<file path="src/rtl/noc_pkg.sv">
// -----------------------------------------------------------------------------
// noc_pkg
// Shared definitions for the router datapath: flit geometry, input port
// numbering, flit type encoding and the output-port FSM state type.
// -----------------------------------------------------------------------------
package noc_pkg;

  localparam int FLIT_W  = 16;
  localparam int NUM_IN  = 5;
  localparam int CREDITS = 4;

  // Input port indices into req_i / flit_i / pop_o.
  localparam int N = 0;
  localparam int S = 1;
  localparam int E = 2;
  localparam int W = 3;
  localparam int L = 4;

  typedef enum logic [1:0] {
    BODY   = 2'b00,
    HEAD   = 2'b01,
    TAIL   = 2'b10,
    SINGLE = 2'b11   // head and tail in one flit
  } flit_type_t;

  typedef enum logic {
    ST_IDLE,
    ST_LOCKED
  } port_state_t;

  // Flit type lives in the two most significant bits.
  function automatic flit_type_t flit_type(input logic [FLIT_W-1:0] flit);
    return flit_type_t'(flit[FLIT_W-1 -: 2]);
  endfunction

endpackage

</file>
<file path="src/rtl/rr_arbiter.sv">
// -----------------------------------------------------------------------------
// rr_arbiter
// Purely combinational round-robin arbiter. Grants the first requester found
// at or after ptr, wrapping around modulo NUM_IN.
// Ports:
//   req   in  NUM_IN  request vector
//   ptr   in  IDX_W   highest-priority index
//   grant out NUM_IN  one-hot grant (all zero when nothing requests)
//   valid out 1       some request was granted
// -----------------------------------------------------------------------------
module rr_arbiter #(
  parameter int NUM_IN = 5,
  parameter int IDX_W  = 3
) (
  input  logic [NUM_IN-1:0] req,
  input  logic [IDX_W-1:0]  ptr,
  output logic [NUM_IN-1:0] grant,
  output logic              valid
);

  // Two passes: first the indices from ptr upward, then the wrapped part
  // from 0. The first hit in the first pass always wins.
  always_comb begin
    // NOTE: every output of a combinational block gets a default before any
    // conditional assignment, otherwise the tool infers a latch.
    grant = '0;
    valid = 1'b0;
    for (int i = 0; i < NUM_IN; i++) begin
      if (!valid && req[i] && (i >= int'(ptr))) begin
        grant[i] = 1'b1;
        valid    = 1'b1;
      end
    end
    for (int i = 0; i < NUM_IN; i++) begin
      if (!valid && req[i]) begin
        grant[i] = 1'b1;
        valid    = 1'b1;
      end
    end
  end

endmodule

</file>
<file path="src/rtl/noc_output_port.sv">
// -----------------------------------------------------------------------------
// noc_output_port
// Output side of one router port. Drains the per-port input FIFOs through
// their pop interface, arbitrates round-robin among packet heads, keeps the
// port locked to one input from head to tail (wormhole), and drives a flit
// link downstream under credit-based flow control.
// Ports:
//   clk       in  1              clock
//   rst       in  1              asynchronous active-high reset
//   req_i     in  NUM_IN         input i has a head-of-FIFO flit for this port
//   flit_i    in  NUM_IN*FLIT_W  head-of-FIFO flits, slice i = [i*FLIT_W +: FLIT_W]
//   pop_o     out NUM_IN         one-hot pop, flit consumed on this clock edge
//   data_o    out FLIT_W         outgoing flit (holds last value)
//   valid_o   out 1              data_o valid, one cycle per popped flit
//   credit_i  in  1              downstream freed one buffer slot
//   err_o     out 1              sticky protocol error
// -----------------------------------------------------------------------------
module noc_output_port
  import noc_pkg::*;
#(
  parameter int FLIT_W  = noc_pkg::FLIT_W,
  parameter int NUM_IN  = noc_pkg::NUM_IN,
  parameter int CREDITS = noc_pkg::CREDITS
) (
  input  logic                     clk,
  input  logic                     rst,
  input  logic [NUM_IN-1:0]        req_i,
  input  logic [NUM_IN*FLIT_W-1:0] flit_i,
  output logic [NUM_IN-1:0]        pop_o,
  output logic [FLIT_W-1:0]        data_o,
  output logic                     valid_o,
  input  logic                     credit_i,
  output logic                     err_o
);

  localparam int IDX_W = (NUM_IN > 1) ? $clog2(NUM_IN) : 1;
  localparam int CNT_W = $clog2(CREDITS + 1);

  typedef logic [IDX_W-1:0] idx_t;

  port_state_t       state_q, state_d;
  idx_t              owner_q, owner_d;
  idx_t              rr_ptr_q, rr_ptr_d;
  logic [CNT_W-1:0]  credit_cnt_q;

  logic [FLIT_W-1:0] flits [NUM_IN];
  flit_type_t        types [NUM_IN];
  logic [NUM_IN-1:0] eligible;
  logic [NUM_IN-1:0] grant;
  logic              grant_valid;
  idx_t              win_idx;
  logic              credit_ok;
  logic              send;
  logic              err_set;
  logic [FLIT_W-1:0] send_flit;
  flit_type_t        send_type;

  function automatic idx_t next_idx(input idx_t idx);
    return (idx == idx_t'(NUM_IN - 1)) ? '0 : idx + 1'b1;
  endfunction

  // Only packet starts may compete for the port.
  for (genvar g = 0; g < NUM_IN; g++) begin : g_unpack
    assign flits[g]    = flit_i[g*FLIT_W +: FLIT_W];
    assign types[g]    = flit_type(flits[g]);
    assign eligible[g] = req_i[g] && (types[g] == HEAD || types[g] == SINGLE);
  end

  rr_arbiter #(
    .NUM_IN (NUM_IN),
    .IDX_W  (IDX_W)
  ) u_arb (
    .req   (eligible),
    .ptr   (rr_ptr_q),
    .grant (grant),
    .valid (grant_valid)
  );

  always_comb begin
    win_idx = '0;
    for (int i = 0; i < NUM_IN; i++) begin
      if (grant[i]) win_idx = idx_t'(i);
    end
  end

  assign credit_ok = (credit_cnt_q != '0);
  assign send      = |pop_o;

  // State register.
  always_ff @(posedge clk or posedge rst) begin
    if (rst) begin
      state_q  <= ST_IDLE;
      owner_q  <= '0;
      rr_ptr_q <= '0;
    end else begin
      // NOTE: sequential state uses non-blocking assignments so every
      // register samples pre-edge values, independent of statement order.
      state_q  <= state_d;
      owner_q  <= owner_d;
      rr_ptr_q <= rr_ptr_d;
    end
  end

  // Next state: the lock is taken by a HEAD and released by the owner's TAIL;
  // rr_ptr only moves when a packet completes.
  always_comb begin
    state_d  = state_q;
    owner_d  = owner_q;
    rr_ptr_d = rr_ptr_q;
    if (send) begin
      unique case (state_q)
        ST_IDLE: begin
          if (send_type == HEAD) begin
            state_d = ST_LOCKED;
            owner_d = win_idx;
          end else begin
            rr_ptr_d = next_idx(win_idx);
          end
        end
        ST_LOCKED: begin
          if (send_type == TAIL) begin
            state_d  = ST_IDLE;
            rr_ptr_d = next_idx(owner_q);
          end
        end
        default: ;
      endcase
    end
  end

  // Outputs: pop selection and protocol-error detection. Pops are suppressed
  // while reset is asserted so no flit is consumed that the port cannot send.
  always_comb begin
    pop_o     = '0;
    err_set   = 1'b0;
    send_flit = flits[win_idx];
    send_type = types[win_idx];
    unique case (state_q)
      ST_IDLE: begin
        // A BODY/TAIL at a FIFO head with no open packet is a protocol error.
        for (int i = 0; i < NUM_IN; i++) begin
          if (req_i[i] && !eligible[i]) err_set = 1'b1;
        end
        if (grant_valid && credit_ok && !rst) pop_o = grant;
      end
      ST_LOCKED: begin
        send_flit = flits[owner_q];
        send_type = types[owner_q];
        if (req_i[owner_q]) begin
          if (send_type == HEAD || send_type == SINGLE) begin
            err_set = 1'b1;   // new packet start inside an open packet
          end else if (credit_ok && !rst) begin
            pop_o[owner_q] = 1'b1;
          end
        end
      end
      default: ;
    endcase
  end

  // Credit counter, error flag and output register.
  always_ff @(posedge clk or posedge rst) begin
    if (rst) begin
      credit_cnt_q <= CNT_W'(CREDITS);
      err_o        <= 1'b0;
      valid_o      <= 1'b0;
      // NOTE: the data register is reset as well because data_o has a defined
      // value out of reset; it is a single register, not a storage array.
      data_o       <= '0;
    end else begin
      unique case ({send, credit_i})
        2'b10:   credit_cnt_q <= credit_cnt_q - 1'b1;
        2'b01:   if (credit_cnt_q != CNT_W'(CREDITS)) credit_cnt_q <= credit_cnt_q + 1'b1;
        default: ;
      endcase
      // A returned credit while already full means downstream over-reported.
      err_o   <= err_o | err_set | (credit_i && credit_cnt_q == CNT_W'(CREDITS));
      valid_o <= send;
      if (send) data_o <= send_flit;
    end
  end

endmodule

</file>
<file path="config.mk">
export PLATFORM = sky130hd
export DESIGN_NAME = noc_output_port
export DESIGN_NICKNAME = d
export VERILOG_FILES = /design/src/rtl/noc_pkg.sv /design/src/rtl/rr_arbiter.sv /design/src/rtl/noc_output_port.sv
export SDC_FILE = /design/constraint.sdc
export NUM_CORES = 1
export LEC_CHECK = 0
export BUFFER_PORTS_ARGS = -buffer_cell sky130_fd_sc_hd__buf_4
export CAP_MARGIN = 30
export CORE_MARGIN = 5
export CORE_UTILIZATION = 47
export CTS_BUF_LIST = sky130_fd_sc_hd__clkbuf_16
export DETAILED_ROUTE_END_ITERATION = 10
export PLACE_DENSITY = 0.89
export SETUP_SLACK_MARGIN = 0.5
export SYNTH_ARGS = -nofsm -noshare
export SYNTH_HDL_FRONTEND = slang
export SYNTH_SLANG_ARGS = --single-unit
</file>
<file path="constraint.sdc">
create_clock -name clk -period 3.8 [get_ports clk]
set_input_delay 0.95 -clock clk [delete_from_list [all_inputs] [get_ports clk]]
set_output_delay 0.95 -clock clk [all_outputs]
set_load 0.02 [all_outputs]
</file>
## Yosys cells after proc, flatten, opt, wreduce, memory -nomap -nowiden

Cells that the tools add are included.

- Reduce and logical (&&, ||, !) cells: 56
- Muxes and demuxes: 64
- Equal/unequal tests: 23
- Magnitude comparators: 9
- Bitwise operators: 5
- Add/subtract/negate cells: 4

Operators with widths:

| operator | count |
|---|---|
| $bmux W16 S3 | 2 |
| $mux W16 | 5 |
| $mux W1 | 31 |
| $logic_and A1 B1 Y1 | 29 |
| $mux W3 | 8 |
| $mux W5 | 4 |
| $eq A2 B1 Y1 const B | 8 |
| $eq A2 B2 Y1 const B | 8 |
| $logic_not A1 Y1 | 15 |
| $bmux W2 S3 | 2 |
| $pmux W3 S2 | 2 |
| $mux W2 | 5 |
| $pmux W5 S2 | 1 |
| $add A3 B1 Y3 const B | 3 |
| $eq A3 B3 Y1 const B | 3 |
| $ge A4 B4 Y1 const B | 2 |
| $not A3 Y4 | 2 |
| $ge A1 B3 Y1 const A | 2 |
| $ge A2 B3 Y1 const A | 2 |
| $logic_or A1 B1 Y1 | 6 |
| $reduce_and A3 Y1 | 2 |
| $reduce_or A5 Y1 | 1 |
| $lt A3 B4 Y1 const B | 1 |
| $ne A2 B2 Y1 const B | 2 |
| other kinds (13) | 15 |

- Register bits after elaboration: 28
- Bits of input ports: 88
- Output and inout bits: 23
- Logic and storage cells: 168

## Logic depth before layout (Yosys ltp)

Gate-level depths: netlist of the first run.

- Depth in word-level cells: 45
- Mapped depth: 13
- Mapped depth without buffers: 12

## Cells and area by module

From an unflattened synthesis of the first run, not the netlist that was laid out.

- Cell total of the unflattened synthesis: 356
- Area, all modules: 3106.7 um^2

Modules (own cells, without submodules):

| module | times used | area an instance (um^2) | cells each |
|---|---|---|---|
| noc_output_port | 1 | 2920.3 | 322 |
| rr_arbiter | 1 | 186.4 | 34 |

## Worst setup path after synthesis of the first run

OpenSTA, ideal clock, no wires.

- Path kind: input -> register
- Start: input port req_i[4]
- End: register credit_cnt_q[1]
- Path buffers: 0
- Setup slack: 0.452 ns
- Arrival: 3.220 ns
- Stages: 12
- Cell sequence: mux2i_1 > nor2_1 > o311ai_1 > nor2_1 > a22oi_1 > inv_1 > nor3_2 > nand3_1 > fa_1 > mux2_2 > nand2_1 > o21ai_0

- Longest elaborated chain between the ends: 27

RTL lines:

| element | line | text |
|---|---|---|
| start: declaration | noc_output_port.sv:27 | `input logic [NUM_IN-1:0] req_i,` |
| $logic_and A1 B1 Y1 | noc_output_port.sv:66 | `assign eligible[g] = req_i[g] && (types[g] == HEAD \|\| types[g] == SINGLE);` |
| $logic_and A1 B1 Y1 (2 in a row) | rr_arbiter.sv:29 | `if (!valid && req[i] && (i >= int'(ptr))) begin` |
| $mux W1 | rr_arbiter.sv:29 |  |
| $logic_not A1 Y1 | rr_arbiter.sv:35 | `if (!valid && req[i]) begin` |
| $logic_and A1 B1 Y1 | rr_arbiter.sv:35 |  |
| $mux W1 | rr_arbiter.sv:35 |  |
| $logic_not A1 Y1 | rr_arbiter.sv:35 |  |
| $logic_and A1 B1 Y1 | rr_arbiter.sv:35 |  |
| (+10 left out) | - |  |
| $logic_and A1 B1 Y1 (2 in a row) | noc_output_port.sv:144 | `if (grant_valid && credit_ok && !rst) pop_o = grant;` |
| $mux W5 | noc_output_port.sv:144 |  |
| $pmux W5 S2 * | noc_output_port.sv:138 | `unique case (state_q)` |
| net pop_o[1] | noc_output_port.sv:29 | `output logic [NUM_IN-1:0] pop_o,` |
| $reduce_or A5 Y1 * | noc_output_port.sv:87 | `assign send = \|pop_o;` |
| $eq A2 B1 Y1 / $eq A2 B2 Y1 (equally long branches) | noc_output_port.sv:171 | `unique case ({send, credit_i})` |
| $ne A2 B2 Y1 (no source line) / $reduce_bool A2 Y1 (equally long branches) | - |  |
| $reduce_and A2 Y1 (no source line) | - |  |
| end signal: assignment | noc_output_port.sv:164 | `credit_cnt_q <= CNT_W'(CREDITS);` |
| end signal: assignment | noc_output_port.sv:172 | `2'b10: credit_cnt_q <= credit_cnt_q - 1'b1;` |
| end signal: assignment | noc_output_port.sv:173 | `2'b01: if (credit_cnt_q != CNT_W'(CREDITS)) credit_cnt_q <= credit_cnt_q + 1'b1;` |
| end: declaration | noc_output_port.sv:44 | `logic [CNT_W-1:0] credit_cnt_q;` |

The timed path passes the listed nets; every way through them passes the cells marked *. The select of a mux whose other input is x is not followed.
A chain may end at the register's enable or synchronous reset.

## Final worst setup path of the first run

- Start: input port req_i[2]
- End: register credit_cnt_q[1]

- Longest elaborated chain between the ends: 35

RTL lines:

| element | line |
|---|---|
| $logic_and A1 B1 Y1 | noc_output_port.sv:66 |
| $logic_and A1 B1 Y1 (2 in a row) | rr_arbiter.sv:29 |
| $mux W1 | rr_arbiter.sv:29 |
| $logic_not A1 Y1 | rr_arbiter.sv:29 |
| $logic_and A1 B1 Y1 (2 in a row) | rr_arbiter.sv:29 |
| $mux W1 | rr_arbiter.sv:29 |
| $logic_not A1 Y1 | rr_arbiter.sv:29 |
| $logic_and A1 B1 Y1 (2 in a row) | rr_arbiter.sv:29 |
| (+15 left out) | - |
| $mux W1 | rr_arbiter.sv:35 |
| $logic_and A1 B1 Y1 (2 in a row) | noc_output_port.sv:144 |
| $mux W5 | noc_output_port.sv:144 |
| $pmux W5 S2 * | noc_output_port.sv:138 |
| $reduce_or A5 Y1 * | noc_output_port.sv:87 |
| $eq A2 B1 Y1 / $eq A2 B2 Y1 (equally long branches) | noc_output_port.sv:171 |
| $ne A2 B2 Y1 (no source line) / $reduce_bool A2 Y1 (equally long branches) | - |
| $reduce_and A2 Y1 (no source line) | - |

Every way passes the cells marked *; elsewhere a longest branch is shown, timed or not. The select of a mux whose other input is x is not followed.

==> flow_metrics.env, run 1 <==
export IMPL_drv_slew=0
export IMPL_avgViaCountPerCell=6.28
export IMPL_ys_warn_count=0
export IMPL_worst_pin_slew_ns=0.705
export IMPL_slowest_stage="fa_1"
export IMPL_synth_ff_type="dfrtp_1"
export IMPL_hp_class="flip-flop to flip-flop"
export IMPL_dp_hpwl_um=7520
export IMPL_setup_viol=0
export IMPL_crit_family="compound AO/OA/AOI/OAI gates"
export IMPL_hold_slack_ns=0.534
export IMPL_io_buffers=110
export IMPL_worstSkewPairLatency_ns=0.26
export IMPL_io_pins=111
export IMPL_cts_tree="yes"
export IMPL_ys_ff_latch=28
export IMPL_p_clk_share_pct=8.1
export IMPL_p_seq_share_pct=21.6
export IMPL_path_clk_slew_ns=0.07
export IMPL_crit_buf_inv=1
export IMPL_num_vias=3268
export IMPL_drive_above_1_share_pct=37.9
export IMPL_worstSetupPathDepth=11
export IMPL_cts_max_level=1
export IMPL_yosys_area_top_type_share_pct=22.5
export IMPL_grt_usage_pct=23.2
export IMPL_drt_first_pass_iters=4
export IMPL_cts_root_buf="clkbuf_16"
export IMPL_die_h_um=89.9
export IMPL_diodes=0
export IMPL_syn2layout_area_growth_pct=36.9
export IMPL_max_vdd_ir_drop_v=0.000396
export IMPL_drt_iter0_drc=277
export IMPL_finalClockSkew_ns=0.00275
export IMPL_routabilityCongestion=0.857
export IMPL_final_net_count=536
export IMPL_grt_pass1_vias=3262
export IMPL_yosys_cell_count_top_type="a21oi_1"
export IMPL_avgSynthCellArea_um2=8.84
export IMPL_grt_pass1_wl_um=15900
export IMPL_drv_cap=0
export IMPL_netlist_instances=339
export IMPL_criticalPathCategory="input pin to flip-flop"
export IMPL_dieWidth_um=89.9
export IMPL_p_int_mw=1.56
export IMPL_wl_per_cell_um=19.3
export IMPL_hold_viol_final=0
export IMPL_p_switching_mw=1.44
export IMPL_rr_endpoint="credit_cnt_q[1]"
export IMPL_required_ns=3.93
export IMPL_wl_um=10000
export IMPL_coreArea_um2=6280
export IMPL_fmax_mhz=300
export IMPL_path_cells="buf_4 > a22oi_1 > nand2_1 > o21ai_0 > o22ai_2 > nor3_2 > nand3_1 > fa_1 > mux2_2 > nand2_1 > o21ai_0"
export IMPL_rsz0062_at_grt="yes"
export IMPL_power_leakage_nw=1.80
export IMPL_postLayoutCoreUtil_pct=65.4
export IMPL_rows=29
export IMPL_synth_area_leaders="dfrtp_1 23%, mux4_2 11%, mux2i_1 8.0%, a21oi_1 6.3%, a221oi_1 4.1%"
export IMPL_clockBufferDepth=2
export IMPL_setup_tns_final_ns=0
export IMPL_drc=0
export IMPL_ys_types=66
export IMPL_reg2reg_setup_slack_ns=0.71
export IMPL_p_per_area_nw_per_um2=732
export IMPL_ant_nets=0
export IMPL_combPwrFrac_pct=70.3
export IMPL_endpoint="credit_cnt_q[1]"
export IMPL_synthesis_nets=431
export IMPL_ys_async_sr_fraction_pct=100
export IMPL_ys_seq_area_share_pct=23.4
export IMPL_cts_sinks=28
export IMPL_finalCritPeriodShare_pct=87.7
export IMPL_worst_setup_path_end_kind="flip-flop"
export IMPL_outcome="finished, final reports clean"
export IMPL_synth_top_cell_by_area="dfrtp_1"
export IMPL_finalCriticalPeriod_ns=3.33
export IMPL_startpoint_type="input pin"
export IMPL_swShare_pct=48.1
export IMPL_initial_core_util_pct=47.7
export IMPL_reg2reg_depth=12
export IMPL_ctsHoldBuffers=0
export IMPL_overflow=0
export IMPL_dieArea_um2=8070
export IMPL_cts_buffers_inserted=3
export IMPL_grt_antenna_before_repair=0
export IMPL_slowest_delay_ns=0.48
export IMPL_grt_max_degree=30
export IMPL_r2r_start="rr_ptr_q[1]"
export IMPL_setup_worst_path_start="req_i[2]"
export IMPL_worstPathArrival_ns=3.46
export IMPL_path_max_fanout=5
export IMPL_relSlewSlack_pct=52.8
export IMPL_synthTopCellsByCount="38 x a21oi_1, 27 x dfrtp_1, 27 x nor2_1"
export IMPL_synth_area_um2=3000
export IMPL_synth_edf_count=0
worst min path at each step:
stage	from	end	depth (start not counted)
4_1_cts	data_o[10]	data_o[10]	2
3_5_place_dp	err_o	err_o	1
5_1_grt	data_o[2]	data_o[2]	2
2_1_floorplan	credit_cnt_q[0]	credit_cnt_q[0]	1
3_3_place_gp	err_o	err_o	1
6_report	data_o[10]	data_o[10]	2
power groups by stage:
stage / logic, mW / clock network, mW / registers [mW]
after floorplan: 1.38 / 0 / 0.649
after global placement: 1.93 / 0 / 0.625
after detailed placement: 1.99 / 0 / 0.629
after CTS: 2.05 / 0.244 / 0.629
after global routing: 2.28 / 0.258 / 0.666
final: 2.11 / 0.242 / 0.649
worst min-delay path: cells and delay by family (launching register included):
kind | cells | cell delay [ns]
and+or+nand+nor | 1 | 0.05
AOI/OAI and AO/OA | 1 | 0.10
DFF | 1 | 0.35
repair_timing:
item,4_1_cts,5_1_grt
cloned,0,0
resized for setup,5,15
endpoints found under the setup margin,5,12
buffers inserted,2,1
pin swaps,0,1
stage by stage:
| stage | total power [mW] | worst slack [ns] | cell area [µm²] | std cells |
|---|---|---|---|---|
| after floorplan | 2.03 | 0.481 | 3000 | 339 |
| after global placement | 2.56 | 0.284 | 3890 | 512 |
| after detailed placement | 2.62 | 0.229 | 3910 | 513 |
| after CTS | 2.92 | 0.428 | 4040 | 519 |
| after global routing | 3.21 | 0.334 | 4100 | 520 |
| final | 3.00 | 0.468 | 4100 | 520 |
state kept, by name, indices dropped and copies added, names as in the netlist:
name,cells
owner_q,3
data_o,16
rr_ptr_q,3
err_o,1
state_q,1
credit_cnt_q,3
valid_o,1
area by class of cell:
type / count / area, µm²
well taps: 77 / 96.3
multi-input cells: 271 / 2200
repair buffers: 125 / 966
flip-flops and latches: 28 / 702
clock buffers: 3 / 75.1
inverters: 15 / 58.8
clock inverters: 1 / 3.75
fillers: 485 / 2170
cell usage in the layout (no fill, tap or decap), types with 2 or more instances in the layout:
cell type  instances
mux2_1             3
inv_1             13
a211oi_1          16
a21oi_1           38
clkbuf_16          3
buf_6              2
a22o_1             2
nand2b_1           3
nand4bb_1          2
nand4_1            3
o21a_1             4
a31oi_1            2
a221oi_1          14
nor3_1             6
and2_1            15
mux2i_1           24
o22ai_1            3
nand3b_1           2
buf_4            122
ha_1               3
o21ai_1            3
mux4_2            14
a22oi_1            2
mux2_2             4
nor3b_1            2
nor2_1            27
dfrtp_1           27
a32oi_1            2
a311o_1            2
nand2_1           10
o21ai_0           10
a21o_1             2
nor2b_1           16
o31ai_4            3
metal layers:
| metal | up-vias | global-route usage, % | part of all wire (%) |
|---|---|---|---|
| met2 | 148 | 38.8 | 50 |
| met1 | 1591 | 29.9 | 41 |
| met4 | 0 | 7.07 | 1.4 |
| li1 | 1511 | - | - |
| met3 | 18 | 5.18 | 7.6 |
| met5 | - | 0 | 0 |
cell families (layout without fill, tap and decap cells):
logic type      Yosys count  in the layout  share of synthesized area, %
compound gates          121            121                          28.8
xor+xnor                  1              1                         0.292
fa+ha+maj                 4              4                          1.92
buf+inv                  40            144                          5.72
flops                    28             28                          23.4
mux                      45             45                          21.2
simple gates            100            100                          18.7
Note: power is estimated with default switching activity, not from simulation.
==> inputs of run 2 (changes only) <==
--- a/config.mk
+++ b/config.mk
@@ -7,11 +7,13 @@
 export LEC_CHECK = 0
 export BUFFER_PORTS_ARGS = -buffer_cell sky130_fd_sc_hd__buf_4
 export CAP_MARGIN = 30
+export CELL_PAD_IN_SITES_DETAIL_PLACEMENT = 1
+export CELL_PAD_IN_SITES_GLOBAL_PLACEMENT = 2
 export CORE_MARGIN = 5
-export CORE_UTILIZATION = 47
+export CORE_UTILIZATION = 29
 export CTS_BUF_LIST = sky130_fd_sc_hd__clkbuf_16
 export DETAILED_ROUTE_END_ITERATION = 10
-export PLACE_DENSITY = 0.89
+export PLACE_DENSITY = 0.94
 export SETUP_SLACK_MARGIN = 0.5
 export SYNTH_ARGS = -nofsm -noshare
 export SYNTH_HDL_FRONTEND = slang
==> flow_metrics.env, run 2 (synthesis gave the netlist of run 1 again) <==
export IMPL_reg2reg_depth=10
export IMPL_regMostFlops="data_o"
export IMPL_finalClockSkew_ns=0.00225
export IMPL_final_cell_area_um2=4290
export IMPL_grt_pass1_vias=3587
export IMPL_wl_um=12200
export IMPL_initial_core_util_pct=29.4
export IMPL_drv_slew=0
export IMPL_worst_pin_slew_ns=0.641
export IMPL_power_leakage_nw=1.84
export IMPL_rsz0062_at_grt="yes"
export IMPL_postPlaceCellArea_um2=3990
export IMPL_hp_class="flip-flop to flip-flop"
export IMPL_overflow=0
export IMPL_cts_tree="yes"
export IMPL_hold_viol_final=0
export IMPL_io_buffers=110
export IMPL_endpoint="owner_q[2]"
export IMPL_setup_ws_ns=0.481
export IMPL_setup_worst_path_start="req_i[2]"
export IMPL_drt_first_pass_iters=4
export IMPL_startpoint_type="input pin"
export IMPL_routabilityCongestion=0.934
export IMPL_drc=0
export IMPL_required_ns=3.95
export IMPL_ant_nets=0
export IMPL_cts_max_level=1
export IMPL_cts_sinks=28
export IMPL_largest_register_ffs=16
export IMPL_path_max_fanout=9
export IMPL_dp_hpwl_um=9220
export IMPL_path_clk_slew_ns=0.07
export IMPL_grt_antenna_before_repair=0
export IMPL_worst_setup_path_end_kind="flip-flop"
export IMPL_relSlewSlack_pct=57.3
export IMPL_worstPathArrival_ns=3.47
export IMPL_drv_cap=0
export IMPL_drive_above_1_share_pct=40.8
export IMPL_fmax_mhz=301
export IMPL_dieWidth_um=112
export IMPL_grt_usage_pct=18.7
export IMPL_outcome="finished, final reports clean"
export IMPL_grt_max_degree=33
export IMPL_most_common_layout_cells="123 x buf_4, 37 x a21oi_1, 27 x nor2_1"
export IMPL_setup_viol=0
export IMPL_rr_endpoint="credit_cnt_q[1]"
export IMPL_final_common_cell="buf_4"
export IMPL_coreArea_um2=10200
export IMPL_criticalPathCategory="input pin to flip-flop"
export IMPL_wl_per_cell_um=20.9
export IMPL_reg2reg_setup_slack_ns=0.66
export IMPL_avgViaCountPerCell=5.68
export IMPL_die_h_um=112
export IMPL_p_per_area_nw_per_um2=724
export IMPL_cts_root_buf="clkbuf_16"
export IMPL_finalCritPeriodShare_pct=87.3
export IMPL_dieArea_um2=12500
export IMPL_r2r_start="rr_ptr_q[1]"
export IMPL_setup_tns_final_ns=0
export IMPL_rows=37
export IMPL_fillCellCount=1201
export IMPL_io_pins=111
export IMPL_final_net_count=541
export IMPL_clockBufferDepth=2
export IMPL_diodes=0
export IMPL_pre_cts_slack_ns=0.149
export IMPL_ctsHoldBuffers=0
export IMPL_num_vias=3318
export IMPL_max_vdd_ir_drop_v=0.000231
export IMPL_drt_iter0_drc=176
export IMPL_finalCriticalPeriod_ns=3.32
export IMPL_grt_pass1_wl_um=19100
export IMPL_syn2layout_area_growth_pct=43.2
export IMPL_worstSkewPairLatency_ns=0.26
export IMPL_cts_buffers_inserted=3
## run 2: cell count changes in the layout (fill, tap and decap cells not counted), moves of 2 or more
cell	delta
buf_8	+3
dfrtp_1	-2
dfrtp_2	+2
mux2i_1	-2
## run 2: final cells by class
| type | instances | area, µm² | area share (%) |
|---|---|---|---|
| clock inverters | 1 | 3.75 | 0.0875 |
| multi-input cells | 271 | 2250 | 52.4 |
| clock buffers | 3 | 75.1 | 1.75 |
| repair buffers | 130 | 1030 | 24.0 |
| inverters | 15 | 58.8 | 1.37 |
| flip-flops and latches | 28 | 704 | 16.4 |
| well taps | 136 | 170 | 3.97 |
## run 2: timing repair
action,4_1_cts,5_1_grt
gates cloned,0,0
pin swaps,0,6
setup buffers,3,5
endpoints found under the setup margin,7,11
resized for setup,12,27
## run 2: worst min path at each step
stage                       to       startpoint  depth (start not counted)
2_1_floorplan  credit_cnt_q[0]  credit_cnt_q[0]                          1
3_3_place_gp             err_o            err_o                          1
3_5_place_dp             err_o            err_o                          1
4_1_cts                  err_o            err_o                          1
5_1_grt                  err_o            err_o                          1
6_report                 err_o            err_o                          1
## run 2: worst max-delay path, cell delays in order
cell and delay, ns:
buf_4 0.13, a22oi_1 0.30, nand2_1 0.16, o21ai_0 0.39, o22ai_2 0.23, a211oi_1 0.44
nand3_2 0.30, nand2_1 0.22, mux2_2 0.35
## run 2: routing by layer
metal  track usage [%]  share of wire, %
met4              3.00               2.1
met5                 0                 0
met2              33.6                50
met1              23.0                41
met3              4.67               7.2
## run 2: per-stage QoR
| stage | total power [mW] | hold slack [ns] | std cells | util [%] |
|---|---|---|---|---|
| 6_report | 3.10 | 0.484 | 584 | 42.1 |
| 5_1_grt | 3.35 | 0.501 | 584 | 42.1 |
| 4_1_cts | 3.04 | 0.486 | 579 | 40.7 |
| 3_5_place_dp | 2.71 | 0.471 | 572 | 39.2 |
| 3_3_place_gp | 2.65 | 0.473 | 571 | 38.9 |
| 2_1_floorplan | 2.03 | 0.560 | 339 | - |
## run 2: power by group
part / total, mW / leakage, nW / internal, mW / switching (mW)
registers: 0.646 / 0.315 / 0.450 / 0.196
clock network: 0.239 / 0.0385 / 0.141 / 0.0983
logic: 2.22 / 1.49 / 0.997 / 1.22
==> inputs of run 3 (changes only) <==
--- a/config.mk
+++ b/config.mk
@@ -10,10 +10,10 @@
 export CELL_PAD_IN_SITES_DETAIL_PLACEMENT = 1
 export CELL_PAD_IN_SITES_GLOBAL_PLACEMENT = 2
 export CORE_MARGIN = 5
-export CORE_UTILIZATION = 29
+export CORE_UTILIZATION = 31
 export CTS_BUF_LIST = sky130_fd_sc_hd__clkbuf_16
 export DETAILED_ROUTE_END_ITERATION = 10
-export PLACE_DENSITY = 0.94
+export PLACE_DENSITY = 0.95
 export SETUP_SLACK_MARGIN = 0.5
 export SYNTH_ARGS = -nofsm -noshare
 export SYNTH_HDL_FRONTEND = slang
==> constraint.sdc (replaced) <==
create_clock -name clk -period 4.25 [get_ports clk]
set_input_delay 1.0625 -clock clk [delete_from_list [all_inputs] [get_ports clk]]
set_output_delay 1.0625 -clock clk [all_outputs]
set_load 0.02 [all_outputs]
==> flow_metrics.env, run 3 (synthesis gave the netlist of run 1 again) <==
export IMPL_outcome="finished, final reports clean"
export IMPL_hp_class="flip-flop to flip-flop"
export IMPL_hold_viol_final=0
export IMPL_drv_cap=0
export IMPL_cts_setup_buffers=0
export IMPL_initial_core_util_pct=32.1
export IMPL_setup_ws_ns=0.562
export IMPL_min_path_cells=1
export IMPL_setup_viol=0
export IMPL_diodes=0
export IMPL_cts_root_buf="clkbuf_16"
export IMPL_worstPathArrival_ns=2.63
export IMPL_drt_iter0_drc=178
export IMPL_drv_slew=0
export IMPL_worst_pin_slew_ns=0.657
export IMPL_criticalPathCategory="input pin to primary output"
export IMPL_finalCriticalPeriod_ns=3.69
export IMPL_worst_setup_path_end_kind="primary output"
export IMPL_power_leakage_nw=1.76
export IMPL_fillCellCount=1106
export IMPL_relSlewSlack_pct=56.2
export IMPL_rsz0062_at_grt="no"
export IMPL_die_h_um=108
export IMPL_final_net_count=529
export IMPL_path_clk_slew_ns=0.06
export IMPL_dieArea_um2=11700
export IMPL_dieWidth_um=108
export IMPL_most_common_layout_cells="117 x buf_4, 38 x a21oi_1, 27 x nor2_1, 27 x dfrtp_1, 24 x mux2i_1"
export IMPL_clockBufferDepth=2
export IMPL_num_vias=3174
export IMPL_finalClockSkew_ns=0.0114
export IMPL_drive_above_1_share_pct=35.6
export IMPL_dp_cells=561
export IMPL_fin_cells=565
export IMPL_setup_tns_final_ns=0
export IMPL_p_per_area_nw_per_um2=646
export IMPL_ant_nets=0
export IMPL_grt_max_degree=31
export IMPL_dp_hpwl_um=9140
export IMPL_grt_pass1_vias=3403
export IMPL_cts_max_level=1
export IMPL_drc=0
export IMPL_final_common_cell="buf_4"
export IMPL_avgViaCountPerCell=5.62
export IMPL_largest_register_ffs=16
export IMPL_regMostFlops="data_o"
export IMPL_overflow=0
export IMPL_multiInputGateArea_um2=2150
export IMPL_pre_cts_slack_ns=0.399
export IMPL_reg2reg_depth=12
export IMPL_io_buffers=110
export IMPL_routabilityCongestion=0.889
export IMPL_wl_per_cell_um=20.7
export IMPL_grt_antenna_before_repair=0
export IMPL_max_vdd_ir_drop_v=0.000237
export IMPL_finalCritPeriodShare_pct=86.8
export IMPL_startpoint_type="input pin"
export IMPL_cts_tree="yes"
export IMPL_drt_first_pass_iters=4
export IMPL_regArea_um2=702
export IMPL_worstSkewPairLatency_ns=0.26
export IMPL_wl_um=11700
export IMPL_io_pins=111
export IMPL_rows=35
export IMPL_fmax_mhz=271
export IMPL_required_ns=3.19
export IMPL_coreArea_um2=9330
export IMPL_cts_buffers_inserted=3
export IMPL_grt_pass1_wl_um=18000
export IMPL_syn2layout_area_growth_pct=35.2
export IMPL_hold_slack_ns=0.495
export IMPL_cts_sinks=28
export IMPL_path_max_fanout=6
export IMPL_grt_usage_pct=19.4
-- run 3: changes by cell type in the layout (fill, tap and decap cells not counted), moves of 2 or more --
| cell | before | now |
|---|---|---|
| inv_1 | 13 | 15 |
| dfrtp_2 | 2 | 0 |
| o21ai_0 | 10 | 13 |
| dfrtp_1 | 25 | 27 |
| mux2i_1 | 22 | 24 |
| buf_4 | 123 | 117 |
| o21ai_1 | 2 | 0 |
| buf_8 | 3 | 0 |
| buf_6 | 3 | 0 |
-- run 3: final timing paths --
check	startpoint	end	slack, ns
hold / removal	err_o	err_o	0.49
max in group asynchronous	rst	data_o[13]	2.92
setup reg to reg	owner_q[2]	credit_cnt_q[1]	0.80
min in group asynchronous	rst	data_o[14]	0.85
hold reg to reg	err_o	err_o	0.49
setup / recovery	flit_i[62]	pop_o[2]	0.56
-- run 3: timing repair --
action	4_1_cts	5_1_grt
resized for setup	0	4
setup endpoints to repair	0	4
endpoints found under the hold margin	0	0
hold buffers	0	0
-- run 3: power by group --
| part | leakage [nW] | total (mW) | internal (mW) | switching, mW |
|---|---|---|---|---|
| registers | 0.316 | 0.584 | 0.400 | 0.184 |
| clock network | 0.0423 | 0.218 | 0.126 | 0.0915 |
| logic | 1.40 | 1.82 | 0.804 | 1.01 |
-- run 3: worst max-delay path, cell delays in order --
cell	delay, ns
buf_4	0.13
mux2i_1	0.16
a211oi_1	0.09
a21o_1	0.25
or3_1	0.42
o31ai_1	0.30
buf_4	0.20
-- run 3: layout make-up --
cell class | instances | share of cell area, %
Tap cell | 129 | 3.98
Timing Repair Buffer | 118 | 22.4
Multi-Input combinational cell | 271 | 53.0
Clock buffer | 3 | 1.85
Clock inverter | 1 | 0.0926
Sequential cell | 28 | 17.3
Inverter | 15 | 1.39
-- run 3: routing by layer --
| layer | track usage, % | up-vias | wire length [µm] |
|---|---|---|---|
| met2 | 34.6 | 90 | 5920 |
| met3 | 3.64 | 20 | 617 |
| met4 | 6.13 | 0 | 323 |
| li1 | - | 1494 | - |
| met5 | 0 | - | 0 |
| met1 | 23.4 | 1570 | 4830 |
-- run 3: metrics by stage --
step	instance area, µm²	utilization, %	power (mW)
global route	4050	43.4	2.81
global placement	3920	42.0	2.32
CTS	4030	43.2	2.62
floorplan	3000	-	1.82
detailed placement	3950	42.3	2.39
finish	4050	43.4	2.62
